===== src/rtl/sine_pkg.sv =====
// sine_pkg: shared envelope state encoding, frame phase map and DAC midscale.
package sine_pkg;
    typedef enum logic [2:0] {
        IDLE    = 3'd0,
        ATTACK  = 3'd1,
        DECAY   = 3'd2,
        SUSTAIN = 3'd3,
        RELEASE = 3'd4
    } env_state_t;
    localparam logic [7:0] PH_CAPTURE   = 8'd9;
    localparam logic [7:0] PH_MUL_FIRST = 8'd10;
    localparam logic [7:0] PH_MUL_LAST  = 8'd16;
    localparam logic [7:0] PH_OUT       = 8'd17;
    localparam logic [6:0] MIDSCALE     = 7'd64;
endpackage


===== src/rtl/adsr_fsm.sv =====
// adsr_fsm: gate-driven ADSR accumulator, advanced once per frame when en is high.
module adsr_fsm
    import sine_pkg::*;
#(
    parameter int ENV_BITS  = 12,
    parameter int RATE_BITS = 4
) (
    input  logic                 clk,
    input  logic                 rst_n,
    input  logic                 en,
    input  logic                 gate,
    input  logic [RATE_BITS-1:0] attack_rate,
    input  logic [RATE_BITS-1:0] decay_rate,
    input  logic [RATE_BITS-1:0] sustain_level,
    input  logic [RATE_BITS-1:0] release_rate,
    output logic [2:0]           env_state,
    output logic [6:0]           env_level
);
    localparam int AW = ENV_BITS + 1;
    localparam logic [ENV_BITS-1:0] ACC_MAX = '1;
    function automatic logic [RATE_BITS:0] step(input logic [RATE_BITS-1:0] r);
        return {1'b0, r} + 1'b1;
    endfunction
    env_state_t state_q, state_d;
    logic [ENV_BITS-1:0] acc_q, acc_d, target, attack_acc;
    logic [AW-1:0] up, dn_decay, dn_release;
    logic attack_sat, decay_hit, release_zero;
    // One spare top bit on each path catches overflow/underflow so steps saturate instead of wrapping.
    assign target       = {sustain_level, {(ENV_BITS-RATE_BITS){1'b0}}};
    assign up           = {1'b0, acc_q} + AW'(step(attack_rate));
    assign dn_decay     = {1'b0, acc_q} - AW'(step(decay_rate));
    assign dn_release   = {1'b0, acc_q} - AW'(step(release_rate));
    assign attack_sat   = up[ENV_BITS] || up[ENV_BITS-1:0] == ACC_MAX;
    assign attack_acc   = attack_sat ? ACC_MAX : up[ENV_BITS-1:0];
    assign decay_hit    = dn_decay[ENV_BITS] || dn_decay[ENV_BITS-1:0] <= target;
    assign release_zero = dn_release[ENV_BITS] || dn_release[ENV_BITS-1:0] == '0;
    always_comb begin
        acc_d   = acc_q;
        state_d = state_q;
        if (en) begin
            case (state_q)
                IDLE: begin
                    acc_d   = '0;
                    state_d = gate ? ATTACK : IDLE;
                end
                ATTACK: begin
                    acc_d   = attack_acc;
                    state_d = !gate ? RELEASE : attack_sat ? DECAY : ATTACK;
                end
                DECAY: begin
                    acc_d   = decay_hit ? target : dn_decay[ENV_BITS-1:0];
                    state_d = !gate ? RELEASE : decay_hit ? SUSTAIN : DECAY;
                end
                SUSTAIN: begin
                    acc_d   = target;
                    state_d = gate ? SUSTAIN : RELEASE;
                end
                RELEASE: begin
                    acc_d   = gate ? attack_acc : release_zero ? '0 : dn_release[ENV_BITS-1:0];
                    state_d = gate ? ATTACK : release_zero ? IDLE : RELEASE;
                end
                default: begin
                    acc_d   = '0;
                    state_d = IDLE;
                end
            endcase
        end
    end
    always_ff @(posedge clk or negedge rst_n) begin
        if (!rst_n) begin
            acc_q   <= '0;
            state_q <= IDLE;
        end else begin
            acc_q   <= acc_d;
            state_q <= state_d;
        end
    end
    assign env_state = state_q;
    assign env_level = acc_q[ENV_BITS-1 -: 7];
endmodule


===== src/rtl/sine_envelope.sv =====
// sine_envelope: captures one sine sample per frame, scales it by the ADSR level with a
// 7-step serial shift-add multiply and emits offset-binary output at phase 17.
module sine_envelope
    import sine_pkg::*;
#(
    parameter int ENV_BITS  = 12,
    parameter int RATE_BITS = 4
) (
    input  logic                 clk,
    input  logic                 rst_n,
    input  logic [7:0]           subsample_phase,
    input  logic [6:0]           sample_in,
    input  logic                 gate,
    input  logic [RATE_BITS-1:0] attack_rate,
    input  logic [RATE_BITS-1:0] decay_rate,
    input  logic [RATE_BITS-1:0] sustain_level,
    input  logic [RATE_BITS-1:0] release_rate,
    output logic [6:0]           out,
    output logic                 out_valid,
    output logic [2:0]           env_state,
    output logic [6:0]           env_level
);
    logic capture, mul, sign_q, sign_d, out_valid_q, out_valid_d;
    logic [2:0] bit_idx;
    logic [6:0] mag_q, mag_d, out_q, out_d, m;
    logic [13:0] prod_q, prod_d, addend;
    assign capture = subsample_phase == PH_CAPTURE;
    assign mul     = subsample_phase >= PH_MUL_FIRST && subsample_phase <= PH_MUL_LAST;
    // Phases 10..16 map to bits 0..6 through the low three phase bits alone.
    assign bit_idx = subsample_phase[2:0] - PH_MUL_FIRST[2:0];
    assign addend  = 14'(mag_q) << bit_idx;
    assign m       = prod_q[13:7];
    adsr_fsm #(.ENV_BITS(ENV_BITS), .RATE_BITS(RATE_BITS)) u_adsr (
        .clk           (clk),
        .rst_n         (rst_n),
        .en            (capture),
        .gate          (gate),
        .attack_rate   (attack_rate),
        .decay_rate    (decay_rate),
        .sustain_level (sustain_level),
        .release_rate  (release_rate),
        .env_state     (env_state),
        .env_level     (env_level)
    );
    always_comb begin
        sign_d      = sign_q;
        mag_d       = mag_q;
        prod_d      = prod_q;
        out_d       = out_q;
        out_valid_d = 1'b0;
        if (capture) begin
            sign_d = sample_in < MIDSCALE;
            mag_d  = sign_d ? MIDSCALE - sample_in : sample_in - MIDSCALE;
            prod_d = '0;
        end
        if (mul && env_level[bit_idx]) prod_d = prod_q + addend;
        if (subsample_phase == PH_OUT) begin
            out_d       = sign_q ? MIDSCALE - m : MIDSCALE + m;
            out_valid_d = 1'b1;
        end
    end
    always_ff @(posedge clk or negedge rst_n) begin
        if (!rst_n) begin
            sign_q      <= 1'b0;
            mag_q       <= '0;
            prod_q      <= '0;
            out_q       <= MIDSCALE;
            out_valid_q <= 1'b0;
        end else begin
            sign_q      <= sign_d;
            mag_q       <= mag_d;
            prod_q      <= prod_d;
            out_q       <= out_d;
            out_valid_q <= out_valid_d;
        end
    end
    assign out       = out_q;
    assign out_valid = out_valid_q;
endmodule


===== config.mk =====
export PLATFORM = sky130hd
export DESIGN_NAME = sine_envelope
export DESIGN_NICKNAME = d
export VERILOG_FILES = /design/src/rtl/sine_pkg.sv /design/src/rtl/adsr_fsm.sv /design/src/rtl/sine_envelope.sv
export SDC_FILE = /design/constraint.sdc
export NUM_CORES = 1
export LEC_CHECK = 0
export CORE_UTILIZATION = 40
export CTS_CLUSTER_SIZE = 8
export DETAILED_ROUTE_END_ITERATION = 10
export GPL_TIMING_DRIVEN = 0
export PLACE_DENSITY = 0.58
export SETUP_SLACK_MARGIN = 0.15
export SYNTH_ARGS = -nofsm -noshare
export SYNTH_HDL_FRONTEND = slang
export SYNTH_SLANG_ARGS = --single-unit
export TNS_END_PERCENT = 30

===== constraint.sdc =====
create_clock -name clk -period 7.06 [get_ports clk]
set_input_delay 2.118 -clock clk [delete_from_list [all_inputs] [get_ports clk]]
set_output_delay 2.118 -clock clk [all_outputs]
set_load 0.02 [all_outputs]

==> impl_metrics.csv, run 1 <==
group,metric,value,unit
run_status,outcome,"finished, final reports clean",
logic_synthesis,synth.ff_latch_count,45,
global_route,antenna_found_initial,0,
route,drc,0,
setup_path,critPathLaunchType,"input port",
logic_synthesis,yosys.cell_types.count,71,
setup_path,crit_arrival,6.03,ns
setup_path,cp.required,7.23,ns
timing,final_hold_viol_count,0,
layout,fin_nets,674,
timing,setup_viol,0,
flow_run,maxCapViolCount,0,
pwr,peakVddDrop,0.0876,mV
logic_synthesis,syn_inst,548,
pwr,leakagePower,0.00237,uW
global_route,grt_pass1_vias,3956,
logic_synthesis,synth_area_per_cell,7.91,um^2
timing,finClkSkew,0.00800,ns
placed_design,io_buffers,48,
cts,clock-sinks,45,
worst_hold_path,hold_path_class,"flop to flop",
global_route,track_usage,22.9,%
floorplanning,die_area,11300,um^2
placed_design,routabilityCongestion,0.906,
floorplanning,coreArea,10400,um^2
floorplanning,start_util,41.6,%
cts,clockBufferDepth,2,
timing,tightest_slew,0.863,ns
cts,root_buffer,"clkbuf_8",
route,wl_per_cell,16.6,um
layout,final_cells,741,
cts,cts_made_buffers,5,
logic_synthesis,synth_largest_area_cell,"dfrtp_1",
logic_synthesis,async_flop_share,100,%
logic_synthesis,synth_top_area_share,25.4,%
timing,fin_tns_setup,0,ns
global_route,grt_max_degree,32,
cts,cts_tree,"yes",
floorplanning,die_x,106,um
cts,hold_buffers,0,
route,via_per_inst,5.61,
floorplanning,die-height,106,um
logic_synthesis,synth_area,4330,um^2
setup_path,endpoint_kind,"flop",
cts,clk_latency,0.31,ns
logic_synthesis,syn_nets,618,
pwr,powerDensity,137,nW/um^2
floorplanning,rows,37,
setup_path,path_class,"input port to flop",
route,ant_nets,0,
logic_synthesis,yosys_warnings,0,
timing,slew-limit-headroom,41.8,%
route,routed_wl,12.3,mm
cts,clk_pin_slew,0.10,ns
logic_synthesis,synth_edf_count,0,
timing,rsz0062_at_grt,"false",
timing,fmax,171,MHz
timing,slew_viol_final,0,
cts,post_cts_buffers,0,
layout,syn2layout_area_growth,18.4,%
layout,nFillCells,1048,
cts,cts_resized,0,
layout,multiInputGateArea,2890,um^2
route,drt_iter0_markers,336,
layout,n_antenna_cell,0,
logic_synthesis,synthFlopType,"dfrtp_1",
floorplanning,io_pins,52,
global_route,grt_pass1_wl,20.2,mm
route,num_vias,4156,
layout,ff_latch_area,1130,um^2
timing,min_period_over_period,83.0,%
setup_path,path_max_fanout,10,
logic_synthesis,synth.area.top_cells,"dfrtp_1, ha_1, o21ai_0",
placed_design,dp_hpwl,9.67,mm
layout,drive_above_1_share,6.45,%
timing,fin_ws,1.20,ns
timing,min_period,5.86,ns
global_route,grt-ovfl-total,0,
placed_design,place_inst,733,
placed_design,pre_cts_slack,0.912,ns
route,firstDrtPassIters,5,
logic_synthesis,seq_area_frac_synth,26.0,%
cts,h-tree-depth,2,
==> power breakdown <==
group          internal (uW)  switching, uW
logic                   79.4           92.6
clock network            141            102
registers                273           14.6
total                    493            209
==> per-stage QoR <==
stage                     total power [uW]  utilization, %  cell area, um^2  hold slack, ns
after floorplan                        402               -             4330           0.462
after global placement                 459            47.9             4980           0.464
after detailed placement               464            48.0             5000           0.474
after CTS                              709            49.3             5130           0.491
after global routing                   738            49.3             5130           0.525
final                                  702            49.3             5130           0.483
==> worst paths after layout <==
| path | from | to | slack, ns | cells past startpoint |
|---|---|---|---|---|
| max | decay_rate[1] | u_adsr.acc_q[7] | 1.20 | 17 |
| max reg2reg | u_adsr.acc_q[1] | u_adsr.acc_q[7] | 3.04 | 15 |
| max in group asynchronous | rst_n | out[6] | 4.74 | 2 |
| min | out[6] | out[6] | 0.48 | 2 |
| min reg2reg | out[6] | out[6] | 0.48 | 2 |
| min in group asynchronous | rst_n | u_adsr.acc_q[1] | 1.73 | 1 |
==> cells in the mapped netlist (all sizes together), types with 8 or more instances <==
cell type / n
a21o: 11
a21oi: 31
buf: 11
clkbuf: 25
dfrtp: 44
ha: 32
inv: 37
mux2i: 8
nand2: 76
nor2: 34
nor2b: 13
nor3: 14
o21ai: 59
xnor2: 22
xor2: 16
==> registers in the layout, indices dropped and copies added, names as in the netlist <==
name              flops
prod_q               14
u_adsr.acc_q         12
mag_q                 7
out                   7
u_adsr.env_state      3
out_valid             1
sign_q                1
==> final cells by class <==
cell class	instances	area share, %
clock buffers	5	1.34
multi-input cells	430	56.3
plain buffers	36	3.49
clock inverters	3	1.27
repair buffers	49	9.65
flip-flops and latches	45	22.0
inverters	37	2.71
well taps	136	3.31
==> worst max-delay path, stage by stage <==
cell and delay, ns:
clkdlybuf4s50_1 0.51, inv_1 0.06, ha_1 0.29, a21o_1 0.17
a21oi_1 0.27, o21ai_0 0.17, nor3_1 0.21, xor2_1 0.22
ha_1 0.27, nor2b_1 0.14, o21a_1 0.16, o21a_1 0.19
o211ai_2 0.44, a21oi_1 0.07, or4_1 0.48, a32oi_1 0.16
o21ai_1 0.12
==> metal layers <==
metal  global-route usage, %  up-vias  part of all wire [%]
met5                       0        -                     0
met4                    4.27        0                  0.86
met3                    3.00       10                   6.2
met2                    33.2      130                    41
met1                    35.9     1963                    52
li1                        -     2053                     -
==> cell usage in the layout, fill, tap and decap left out, types with 4 or more instances in the layout <==
| cell type | synthesis | final |
|---|---|---|
| nor3_1 | 13 | 13 |
| nand2_1 | 76 | 76 |
| a21oi_1 | 30 | 30 |
| clkbuf_1 | 25 | 25 |
| o21a_1 | 6 | 6 |
| xnor2_1 | 22 | 22 |
| a211oi_1 | 5 | 5 |
| clkbuf_8 | 0 | 5 |
| o21ai_0 | 57 | 57 |
| nand2b_1 | 4 | 4 |
| ha_1 | 32 | 32 |
| inv_1 | 37 | 37 |
| nor2_1 | 34 | 34 |
| a31oi_1 | 4 | 4 |
| nand3_1 | 4 | 4 |
| mux2_2 | 5 | 5 |
| o31ai_1 | 7 | 7 |
| o211ai_1 | 5 | 5 |
| o22ai_1 | 6 | 6 |
| nor2b_1 | 13 | 13 |
| buf_4 | 7 | 7 |
| clkdlybuf4s50_1 | 0 | 47 |
| mux2i_1 | 8 | 8 |
| xor2_1 | 16 | 16 |
| a21o_1 | 10 | 10 |
| dfrtp_1 | 44 | 44 |
| fa_1 | 4 | 4 |
==> logic make-up (layout without fill, tap and decap cells) <==
kind of cell    count (synthesis)  count (layout)  synth area share [%]
buf+inv                        73             130                  7.33
mux                            14              14                  3.75
simple gates                  172             172                  18.7
compound gates                170             170                  25.4
fa+ha+maj                      36              36                  11.1
xor+xnor                       38              38                  7.68
flops                          45              45                  26.0
(Power assumes the default switching activity.)
==> run 2: changes to the inputs <==
PLACE_DENSITY = 0.61   (was 0.58)
clock period = 4.9 ns   (was 7.06 ns; I/O delays follow)
==> impl_metrics.csv, run 2 (synthesized netlist as in run 1, its figures left out) <==
group,metric,value,unit
layout,syn2layout_area_growth,22.5,%
layout,nFillCells,1032,
placed_design,dp_hpwl,9.71,mm
layout,mostFrequentLayoutCell,"nand2_1",
worst_hold_path,hold_path_class,"flop to flop",
cts,clockBufferDepth,2,
pwr,totalPowerFinal,974,uW
route,via_per_inst,5.70,
pwr,pwr-share-clk,30.9,%
layout,largest_reg_flops,14,
setup_path,critPathTopFamily,"compound AO/OA/AOI/OAI gates",
timing,final_hold_viol_count,0,
floorplanning,io_pins,52,
flow_run,maxCapViolCount,0,
setup_path,r2r-start,"u_adsr.acc_q[1]",
layout,layout_common_cells,"nand2_1, o21ai_0, clkdlybuf4s50_1, dfrtp_1, inv_1",
setup_path,endpoint_kind,"flop",
timing,fin_tns_setup,0,ns
floorplanning,die-height,106,um
global_route,grt_pass1_vias,4126,
worst_hold_path,hold_path_end,"out[6]",
timing,fin_ws,0.275,ns
setup_path,reg2reg_depth,15,
floorplanning,die_x,106,um
floorplanning,start_util,41.6,%
setup_path,path_cells,"clkdlybuf4s50_1 -> inv_1 -> ha_4 -> nor2b_2 -> o21a_1 -> nor3_2 -> nand2_1 -> xnor2_2 -> ha_1 -> o21a_1 -> o21a_1 -> o211ai_4 -> a21oi_2 -> or4_1 -> a32oi_1 -> o21ai_1",
global_route,grt_max_degree,32,
layout,fin_nets,684,
cts,h-tree-depth,2,
pwr,netSwitchingFraction,30.3,%
floorplanning,coreArea,10400,um^2
setup_path,path_class,"input port to flop",
layout,n_antenna_cell,0,
placed_design,pre_cts_slack,-0.611,ns
route,num_vias,4280,
layout,drive_above_1_share,11.5,%
placed_design,routabilityCongestion,0.936,
setup_path,slowest_stage,"or4_1",
route,ant_nets,0,
setup_path,crit_arrival,4.79,ns
global_route,track_usage,22.8,%
setup_path,slowest_delay,0.51,ns
floorplanning,die_area,11300,um^2
cts,cts_tree,"yes",
route,firstDrtPassIters,5,
global_route,grt_pass1_wl,20.4,mm
route,drc,0,
cts,root_buffer,"clkbuf_8",
route,drt_iter0_markers,261,
route,routed_wl,12.5,mm
worst_hold_path,hold_path_depth,2,
route,wl_per_cell,16.7,um
placed_design,dpl-instance-area,5000,um^2
setup_path,reg2reg_to,"u_adsr.acc_q[7]",
worst_hold_path,holdCritStartpoint,"out[6]",
cts,clk_pin_slew,0.09,ns
timing,setup_viol,0,
floorplanning,rows,37,
timing,hold_ws,0.480,ns
timing,slew-limit-headroom,43.1,%
cts,clk_latency,0.31,ns
layout,top_regs,"prod_q x14, u_adsr.acc_q x12",
pwr,p_comb_share,26.5,%
setup_path,worst-r2r-setup-slack,1.31,ns
pwr,powerDensity,183,nW/um^2
pwr,peakVddDrop,0.165,mV
setup_path,critPathLaunchType,"input port",
timing,finClkSkew,0.0133,ns
placed_design,io_buffers,48,
pwr,p_int,679,uW
timing,rsz0062_at_grt,"false",
pwr,p_sw,295,uW
pwr,seq_power_share,42.6,%
setup_path,cpMostUsedCell,"o21a_1",
pwr,leakagePower,0.00243,uW
global_route,grt-ovfl-total,0,
timing,fmax,216,MHz
run_status,outcome,"finished, final reports clean",
timing,min_period_over_period,94.4,%
setup_path,cp.required,5.07,ns
layout,design_area,5310,um^2
cts,clock-sinks,45,
layout,regMostFlops,"prod_q",
global_route,antenna_found_initial,0,
timing,tightest_slew,0.845,ns
timing,slew_viol_final,0,
setup_path,path_max_fanout,3,
timing,min_period,4.63,ns
cts,hold_buffers,0,
cts,cts_made_buffers,5,
setup_path,path_buf_inv,2,
run 2: cell types whose count changed in the layout (fill, tap and decap cells not counted), sizes merged:
cell | previous run | this run
clkdlybuf4s50 | 47 | 45
dlymetal6s2s | 0 | 2
bufinv | 2 | 1
clkinv | 1 | 0
buf | 13 | 24
clkbuf | 30 | 31
run 2: what timing repair did:
item / in CTS / in global routing
pin swaps: 5 / 20
setup endpoints to repair: 12 / 14
setup buffers: 3 / 7
resized for setup: 6 / 27
run 2: cell type report:
cell class,count,area [um^2],share of cell area [%]
sequential,45,1130,21.2
clock buffer,7,86.3,1.63
timing repair buffer,59,576,10.8
tap,136,170,3.21
inverter,37,139,2.62
clock inverter,1,30.0,0.566
buffer,36,184,3.47
multi-input combinational,430,3000,56.4
run 2: worst register-to-register path, cell delays in order (launching register included):
cell and delay [ns]:
dfrtp_1 0.49, ha_1 0.32, a21o_1 0.17, a21oi_2 0.16, o21ai_1 0.11, nor3_2 0.15, xor2_1 0.21, ha_1 0.27
nor2b_1 0.13, o21a_1 0.16, o21a_1 0.22, o211ai_4 0.20, a21oi_2 0.04, or4_1 0.51, a32oi_1 0.18, o21ai_1 0.13
run 2: per-stage QoR:
stage,util (%),instances
2_1_floorplan,-,548
3_3_place_gp,47.9,732
3_5_place_dp,48.0,733
4_1_cts,49.6,744
5_1_grt,51.0,751
6_report,51.0,751
run 2: metal layers:
layer | up-vias | GRT usage [%] | wire (um)
li1 | 2075 | - | -
met1 | 2034 | 33.5 | 6180
met2 | 156 | 35.0 | 5320
met3 | 15 | 3.74 | 881
met4 | 0 | 5.16 | 159
met5 | - | 0 | 0
run 2: worst max path at each step:
stage	start	endpoint	slack, ns	depth (start not counted)
2_1_floorplan	subsample_phase[1]	prod_q[12]	0.18	16
3_3_place_gp	decay_rate[1]	u_adsr.acc_q[7]	-0.60	17
3_5_place_dp	decay_rate[1]	u_adsr.acc_q[7]	-0.61	17
4_1_cts	subsample_phase[2]	prod_q[12]	0.07	16
5_1_grt	decay_rate[2]	u_adsr.acc_q[7]	0.14	16
6_report	decay_rate[2]	u_adsr.acc_q[7]	0.27	16
run 2: power groups by stage:
stage | combinational (uW) | sequential, uW | clock, uW
after detailed placement | 247 | 422 | 0
after CTS | 249 | 415 | 308
final | 259 | 415 | 301
after global routing | 288 | 419 | 320
after floorplan | 157 | 423 | 0
after global placement | 240 | 421 | 0
==> patch (config.mk and constraints of run 2) <==
Put a register stage on the output `env_level`, with the module's reset. The value now appears one clock later. The other outputs are not delayed to match.
--- a/src/rtl/sine_envelope.sv
+++ b/src/rtl/sine_envelope.sv
@@ -20,6 +20,8 @@
     output logic [2:0]           env_state,
     output logic [6:0]           env_level
 );
+
+    logic [6:0] env_level_d;
     logic capture, mul, sign_q, sign_d, out_valid_q, out_valid_d;
     logic [2:0] bit_idx;
     logic [6:0] mag_q, mag_d, out_q, out_d, m;
@@ -40,7 +42,7 @@
         .sustain_level (sustain_level),
         .release_rate  (release_rate),
         .env_state     (env_state),
-        .env_level     (env_level)
+        .env_level     (env_level_d)
     );
     always_comb begin
         sign_d      = sign_q;
@@ -53,7 +55,7 @@
             mag_d  = sign_d ? MIDSCALE - sample_in : sample_in - MIDSCALE;
             prod_d = '0;
         end
-        if (mul && env_level[bit_idx]) prod_d = prod_q + addend;
+        if (mul && env_level_d[bit_idx]) prod_d = prod_q + addend;
         if (subsample_phase == PH_OUT) begin
             out_d       = sign_q ? MIDSCALE - m : MIDSCALE + m;
             out_valid_d = 1'b1;
@@ -76,5 +78,13 @@
     end
     assign out       = out_q;
     assign out_valid = out_valid_q;
+    always_ff @(posedge clk or negedge rst_n) begin
+        if (!rst_n) begin
+            env_level <= '0;
+        end else begin
+            env_level <= env_level_d;
+        end
+    end
+
 endmodule
 
Behaviour: not the same (a bounded check fails within 4 cycles, from zero or initial values and one cycle with rst_n low).
==> patch against run 2 <==
Wire length rose by 5.1%; total power is 18% higher; maximum frequency fell by 5.1%; worst setup slack worse by 0.25 ns; critical path depth rose by 1; sequential cell count is 7 higher; synthesized area rose by 4.6%; via count up 0.84%; worst hold slack got worse by 0.11 ns; cell area up 6.8%; register-to-register slack lost 0.59 ns; die area increased by 4.5%.
==> patch: results (changes against run 2) <==
| Metric | Value |
|---|---|
| Data arrival time of the worst path | 5.03 ns (was 4.79 ns) |
| Initial drt markers | 290 (was 261) |
| Worst slew margin | 0.479 (was 0.431) |
| Worst-path fanout max | 4 (was 3) |
| Clock skew | 0.0108 ns (was 0.0133 ns) |
| Leakage | 2.55 nW (was 2.43 nW) |
| Top post-synthesis cells by count | nand2_1, o21ai_0, dfrtp_1 (unchanged) |
| Status | completed (unchanged) |
| R2R Path Start | u_adsr.acc_q[5] (was u_adsr.acc_q[1]) |
| Number of global-route vias before repair | 4117 (was 4126) |
| Layout cells sized above 1 | 0.136 (was 0.115) |
| Port bufs | 49 (was 48) |
| Initial antenna violation count | 1 (was 0) |
| Reg2Reg Setup Slack | 0.72 ns (was 1.31 ns) |
| Crit-path max cell delay | 0.55 ns (was 0.51 ns) |
| CTS clock-pin slew for the worst setup and hold paths | 0.06 ns (was 0.09 ns) |
| H-tree lvl count | 2 (unchanged) |
| Worst vdd ir | 0.152 mV (was 0.165 mV) |
| P_int | 0.800 mW (was 0.679 mW) |
| Wl on met1 | 6590 µm (was 6180 µm) |
| Pre-CTS setup slack | -1.03 ns (was -0.611 ns) |
| R2R cell count | 13 (was 15) |
| TritonCTS Buffers | 5 (unchanged) |
| Vias per cell | 5.64 (was 5.70) |
| Min-Delay Startpoint | u_adsr.acc_q[11] (was out[6]) |
| Detailed-placement wirelength estimate | 10000 µm (was 9710 µm) |
| Final Wtd Congestion | 0.866 (was 0.936) |
| Sequential area share after synthesis | 0.287 (was 0.260) |
| Global Route Usage Sum | 0.234 (was 0.228) |
| Synth unique cells | 78 (was 71) |
| Post-synth net total | 623 (was 618) |
| Top cells by area, synth | dfrtp_1, ha_1, nand2_1, o21ai_0, xnor2_1 (was dfrtp_1, ha_1, o21ai_0, nand2_1, xnor2_1) |
| Mapped Avg Cell Area | 8.20 µm² (was 7.91 µm²) |
| Worst Hold End | env_level[6] (was out[6]) |
| Met3 Wirelength | 645 µm (was 881 µm) |
| Slowest CP cell | or4b_4 (was or4_1) |
| Clock Tree Root | clkbuf_16 (was clkbuf_8) |
patch: cells by family (layout without fill, tap and decap cells):
group | after synthesis | in the layout | share of synthesized area
simple gates | 194 | 194 | 0.209
compound gates | 159 | 159 | 0.238
buf+inv | 61 | 133 | 0.0522
flops | 52 | 52 | 0.287
fa+ha+maj | 36 | 36 | 0.106
xor+xnor | 34 | 34 | 0.0657
mux | 17 | 17 | 0.0419
patch: routing by layer:
| layer | vias up | global-route usage |
|---|---|---|
| li1 | 2123 | - |
| met3 | 26 | 0.0289 |
| met4 | 2 | 0.0792 |
| met5 | - | 0 |
| met2 | 143 | 0.356 |
| met1 | 2022 | 0.341 |
patch: metrics by stage:
stage / cell area (µm²) / util
floorplan: 4540 / -
global route: 5670 / 0.518
CTS: 5580 / 0.510
global placement: 5200 / 0.476
finish: 5670 / 0.518
detailed placement: 5220 / 0.477
patch: power groups by stage:
stage / Clock (mW) / Combinational, mW / Sequential (mW)
2_1_floorplan: 0 / 0.191 / 0.478
3_3_place_gp: 0 / 0.283 / 0.479
3_5_place_dp: 0 / 0.290 / 0.480
4_1_cts: 0.371 / 0.308 / 0.472
5_1_grt: 0.389 / 0.352 / 0.475
6_report: 0.362 / 0.319 / 0.472
patch: repair_timing:
| item | in CTS | in global routing |
|---|---|---|
| gates resized for setup | 49 | 8 |
| pin swaps | 18 | 8 |
| setup endpoints to repair | 19 | 14 |
| buffers inserted | 6 | 8 |
patch: worst max-delay path, delay by kind of cell:
kind / cells / cell delay (ns)
adder cells (fa/ha/maj): 2 / 0.51
XOR/XNOR: 1 / 0.18
AND/OR/NAND/NOR: 7 / 1.57
buffers and inverters: 2 / 0.24
AO/OA/AOI/OAI: 5 / 1.05
patch: worst max-delay path by stage:
| stage | from | to | slack, ns | cells past startpoint |
|---|---|---|---|---|
| after global routing | decay_rate[1] | u_adsr.acc_q[10] | -0.11 | 16 |
| after CTS | decay_rate[0] | u_adsr.acc_q[0] | 0.08 | 19 |
| after global placement | decay_rate[0] | u_adsr.acc_q[10] | -1.03 | 19 |
| after floorplan | decay_rate[0] | u_adsr.acc_q[8] | 0.14 | 18 |
| after detailed placement | decay_rate[1] | u_adsr.acc_q[4] | -1.03 | 14 |
| final | decay_rate[2] | u_adsr.acc_q[10] | 0.02 | 17 |
patch: cell type report:
class	instances	area [µm²]	area share
multi-input cells	440	3160	0.557
clock inverters	1	7.51	0.00132
inverters	34	133	0.0234
repair buffers	64	618	0.109
flip-flops and latches	52	1300	0.230
plain buffers	27	133	0.0234
clock buffers	7	143	0.0252
well taps	140	175	0.0309
